===== config.mk =====
export PLATFORM = sky130hd
export DESIGN_NAME = phase_datapath
export DESIGN_NICKNAME = d
export VERILOG_FILES = /design/src/rtl/phase_datapath.sv
export SDC_FILE = /design/constraint.sdc
export NUM_CORES = 1
export LEC_CHECK = 0
export CORE_UTILIZATION = 43
export DETAILED_ROUTE_END_ITERATION = 12
export PLACE_DENSITY = 0.66
export SYNTH_ARGS = -nofsm -noshare
export SYNTH_HDL_FRONTEND = slang
export SYNTH_SLANG_ARGS = --single-unit

===== constraint.sdc =====
create_clock -name clk -period 3.19 [get_ports clk]
set_input_delay 0.957 -clock clk [delete_from_list [all_inputs] [get_ports clk]]
set_output_delay 0.957 -clock clk [all_outputs]
set_load 0.03 [all_outputs]

===== src/rtl/phase_datapath.sv =====
// Responder side of the one-hot fetch/decode/execute phase ring.
// Fetches an instruction on f, latches operands on d, and runs the ALU
// and writeback on e. Also checks that the strobe stream follows F->D->E.
//
// Strobe protocol: at most one of {f,d,e} may be high in a cycle, and it
// must name the phase currently expected. All zero is an idle cycle that
// changes nothing. Any other pattern raises the sticky phase_err, performs
// no datapath action and leaves the expected phase where it was.
module phase_datapath #(
    parameter logic [7:0] RESET_PC  = 8'h00,
    parameter logic [7:0] OUT_RESET = 8'h00
) (
    input  logic        clk,
    input  logic        rst,
    input  logic        f,
    input  logic        d,
    input  logic        e,
    output logic [7:0]  imem_addr,
    input  logic [15:0] imem_data,
    output logic [7:0]  pc,
    output logic [7:0]  out_port,
    output logic        out_valid,
    output logic        zero,
    output logic        instr_done,
    output logic        phase_err,
    output logic        illegal,
    output logic [1:0]  dbg_phase
);

    typedef enum logic [1:0] {
        PH_FETCH  = 2'd0,
        PH_DECODE = 2'd1,
        PH_EXEC   = 2'd2
    } phase_t;

    phase_t      r_phase;
    logic [7:0]  r_pc;
    logic [15:0] r_ir;
    logic [7:0]  r_opa;
    logic [7:0]  r_opb;
    logic [7:0]  r_regs [4];
    logic        r_zero;
    logic [7:0]  r_out;
    logic        r_out_valid;
    logic        r_done;
    logic        r_perr;
    logic        r_ill;

    logic [2:0]  w_strobes;
    logic        w_do_fetch;
    logic        w_do_decode;
    logic        w_do_exec;
    logic        w_bad;
    logic [3:0]  w_op;
    logic [1:0]  w_rd;
    logic [1:0]  w_rs;
    logic [7:0]  w_imm;
    logic [7:0]  w_alu;
    logic        w_alu_wr;

    assign w_strobes   = {f, d, e};
    assign w_do_fetch  = (w_strobes == 3'b100) && (r_phase == PH_FETCH);
    assign w_do_decode = (w_strobes == 3'b010) && (r_phase == PH_DECODE);
    assign w_do_exec   = (w_strobes == 3'b001) && (r_phase == PH_EXEC);
    assign w_bad       = (w_strobes != 3'b000) && !(w_do_fetch || w_do_decode || w_do_exec);

    assign w_op  = r_ir[15:12];
    assign w_rd  = r_ir[11:10];
    assign w_rs  = r_ir[9:8];
    assign w_imm = r_ir[7:0];

    // ALU result and whether the executing opcode writes R[rd] and the zero flag
    always_comb begin
        w_alu    = 8'h00;
        w_alu_wr = 1'b0;
        case (w_op)
            4'd1: begin w_alu = w_imm;         w_alu_wr = 1'b1; end
            4'd2: begin w_alu = r_opa + r_opb; w_alu_wr = 1'b1; end
            4'd3: begin w_alu = r_opa - r_opb; w_alu_wr = 1'b1; end
            4'd4: begin w_alu = r_opa & r_opb; w_alu_wr = 1'b1; end
            4'd5: begin w_alu = r_opa | r_opb; w_alu_wr = 1'b1; end
            default: begin w_alu = 8'h00;      w_alu_wr = 1'b0; end
        endcase
    end

    // Phase tracker with the sticky protocol/illegal flags and the done pulse
    always_ff @(posedge clk) begin
        if (rst) begin
            r_phase <= PH_FETCH;
            r_perr  <= 1'b0;
            r_ill   <= 1'b0;
            r_done  <= 1'b0;
        end else begin
            r_done <= 1'b0;
            if (w_bad) begin
                r_perr <= 1'b1;
            end else if (w_do_fetch) begin
                r_phase <= PH_DECODE;
            end else if (w_do_decode) begin
                r_phase <= PH_EXEC;
            end else if (w_do_exec) begin
                r_phase <= PH_FETCH;
                r_done  <= 1'b1;
                if (w_op > 4'd8) r_ill <= 1'b1;
            end
        end
    end

    // Datapath: PC/IR on fetch, operand latch on decode, writeback on execute
    always_ff @(posedge clk) begin
        if (rst) begin
            r_pc        <= RESET_PC;
            r_ir        <= 16'h0000;
            r_opa       <= 8'h00;
            r_opb       <= 8'h00;
            r_zero      <= 1'b0;
            r_out       <= OUT_RESET;
            r_out_valid <= 1'b0;
            for (int i = 0; i < 4; i++) r_regs[i] <= 8'h00;
        end else begin
            r_out_valid <= 1'b0;
            if (w_do_fetch) begin
                r_ir <= imem_data;
                r_pc <= r_pc + 8'd1;
            end else if (w_do_decode) begin
                r_opa <= r_regs[w_rd];
                r_opb <= r_regs[w_rs];
            end else if (w_do_exec) begin
                if (w_alu_wr) begin
                    r_regs[w_rd] <= w_alu;
                    r_zero       <= (w_alu == 8'h00);
                end
                if (w_op == 4'd6) r_pc <= w_imm;
                if (w_op == 4'd7 && r_zero) r_pc <= w_imm;
                if (w_op == 4'd8) begin
                    r_out       <= r_opa;
                    r_out_valid <= 1'b1;
                end
            end
        end
    end

    assign imem_addr  = r_pc;
    assign pc         = r_pc;
    assign out_port   = r_out;
    assign out_valid  = r_out_valid;
    assign zero       = r_zero;
    assign instr_done = r_done;
    assign phase_err  = r_perr;
    assign illegal    = r_ill;
    assign dbg_phase  = r_phase;

endmodule

==> results.cfg <==
[floorplanning]
die_width_um = 104.6
dieArea_um2 = 10940
chipHeight_um = 104.6
pin_count = 52
core_area_um2 = 10280
start_util = 0.4402
rows = 37

[setup_path]
slowest_delay_ns = 0.44
end_kind = flip-flop
crit_family = compound AO/OA/AOI/OAI gates
worstPathMaxFanout = 6
crit_chain = inv_1, ha_1, mux2_2, fa_1, nand2b_1, a21oi_1, o2111a_1, a2111oi_2, buf_4, and4_1, a31o_1
required_ns = 3.46
start_kind = flip-flop
path_buf_inv = 2
r2r_slack_ns = 0.26
arrival_ns = 3.20
crit_path_top_delay_cell = fa_1
crit_type = flip-flop to flip-flop

[synth]
syn_area_um2 = 4524
synth_cells = 475
synth-main-ff-cell = dfxtp_1
synth_simple_gate_area_share = 0.1933
synth_xor_area_frac = 0.02102
synth_top_area_frac = 0.2434
avgSynthCellArea_um2 = 9.525
synth_mux_area_frac = 0.1004
synth_edf_count = 32
netlist_top_cells_count = 79 x nand2_1, 70 x nor2_1, 55 x dfxtp_1
synth_top_family_by_area = simple AND/OR/NAND/NOR gates
synth_compound_area_frac = 0.1325
yosys_warnings = 0
async_reset_ff_frac = 0
yosysMostFrequentCell = nand2_1
synth_fa_ha_area_frac = 0.04618
yosysSeqAreaShare = 0.4558
synth.distinct_cells = 65
synth-seq-cells = 87
syn_nets = 508
netlist_top_cells_area = dfxtp_1 24%, edfxtp_1 21%, mux4_2 8.0%
yosys.area.top_type = dfxtp_1

[sta]
setup_viol = 0
worst_pin_slew_ns = 0.6902
grt_setup_unrepaired = false
whs_ns = 0.4838
slew_viol_final = 0
fin_skew_ns = 0.01498
slew_headroom = 0.5392
fmax_mhz = 341.7
hold_viol = 0
finalCriticalPeriod_ns = 2.926
min_period_over_period = 0.9173
setup_tns_ns = 0

[clock_tree]
htreeDepth = 3
clockBufferDepth = 2
cts_sinks = 87
path_clk_slew_ns = 0.09
cts_resized = 0
cts_tree = built
numCtsBuffers = 9
cts_setup_buffers = 0
cts-root-buf = clkbuf_8
clk_latency_ns = 0.37
hold_buffers = 0

[route]
firstDrtPassIters = 5
first_iter_violations = 219
vias = 3668
route.detailed.drc = 0
drt-total-wl_um = 11010
final_antenna_net_count = 0
wl_per_cell_um = 16.58
via_per_inst = 5.524

[placement]
dp_hpwl_um = 8207
io_buffers = 51
place_area_um2 = 5180
gp_congestion = 0.8866

[power_and_ir_drop]
ir_drop_v = 0.0002747
powerDensity_nw_per_um2 = 404.5
p_leak_nw = 1.866
power_mw = 2.174

[global_route]
grt_pass1_wl_um = 17770
grt_max_degree = 60
grt_pass1_vias = 3450
grt_antenna_before_repair = 0
overflow = 0
track_usage = 0.2104

[job]
maxCapViolCount = 0

[finish]
layout-drive-gt1-share = 0.1269
fin_util = 0.5229
fin_area_um2 = 5374
num_antenna_cells = 0
final_nets = 556
syn_to_final_growth_pct = 18.78

[run_status]
status = completed

[min_path]
hold_class = flip-flop to flip-flop
-- power by group --
part	switching (mW)	internal, mW
clock	0.411	0.365
sequential	0.0302	1.17
combinational	0.100	0.0925
total	0.542	1.63
-- per-stage QoR --
step | std cells | setup slack (ns)
6_report | 664 | 0.2637
5_1_grt | 664 | 0.07395
4_1_cts | 664 | 0.2762
3_5_place_dp | 648 | 0.04730
3_3_place_gp | 648 | 0.1303
2_1_floorplan | 475 | 0.3850
-- per-layer routing --
| layer | GRT usage | vias up | part of all wire |
|---|---|---|---|
| li1 | - | 1766 | - |
| met1 | 0.2651 | 1741 | 0.43 |
| met2 | 0.3467 | 127 | 0.47 |
| met3 | 0.04055 | 34 | 0.057 |
| met4 | 0.1016 | 0 | 0.037 |
| met5 | 0 | - | 0 |
-- registers in the layout, summed over array words and instances (netlist names), 2 cells and up --
register and flops:
r_opb 8, r_regs 32, dbg_phase 2, r_opa 8
out_port 8, imem_addr 8, r_ir 16
-- cells in the final DEF (no fill, tap or decap), types with 5 or more instances in the layout --
cell type and count:
nor2_1 70, mux2i_1 6, edfxtp_1 32, clkbuf_8 9, o21ai_0 5, a22oi_1 5, nand2b_1 6, dfxtp_1 55
nand3_1 6, ha_1 11, mux4_2 16, xnor2_1 8, clkdlybuf4s50_1 50, a21oi_1 54, nor3_1 5, inv_1 10
nand2_1 79, buf_4 23
-- area by class of cell --
class / instances / area, um2
tap: 136 / 170.2
fill: 975 / 4903
multi-input combinational: 341 / 2232
sequential: 87 / 2062
inverter: 10 / 37.54
clock inverter: 6 / 66.31
clock buffer: 10 / 127.6
timing repair buffer: 74 / 678.2
-- worst paths after layout --
check        depth (start not counted)      start        end
max                                 11   r_opb[0]       zero
min                                  2  phase_err  phase_err
max reg2reg                         11   r_opb[0]       zero
min reg2reg                          2  phase_err  phase_err
-- cell families after synthesis --
| family | after synthesis |
|---|---|
| adders and majority gates | 17 |
| and+or+nand+nor | 193 |
| DFF | 87 |
| buffers and inverters | 47 |
| xor gates and xnor gates | 10 |
| muxes | 25 |
| AOI/OAI and AO/OA | 96 |
-- worst reg2reg max path, cell delays in order, from the launching register on --
cell and delay (ns):
dfxtp_1 0.43, inv_1 0.11, ha_1 0.30, mux2_2 0.30
fa_1 0.44, nand2b_1 0.18, a21oi_1 0.26, o2111a_1 0.23
a2111oi_2 0.05, buf_4 0.18, and4_1 0.15, a31o_1 0.21
Power figures use the tool's default switching activity.
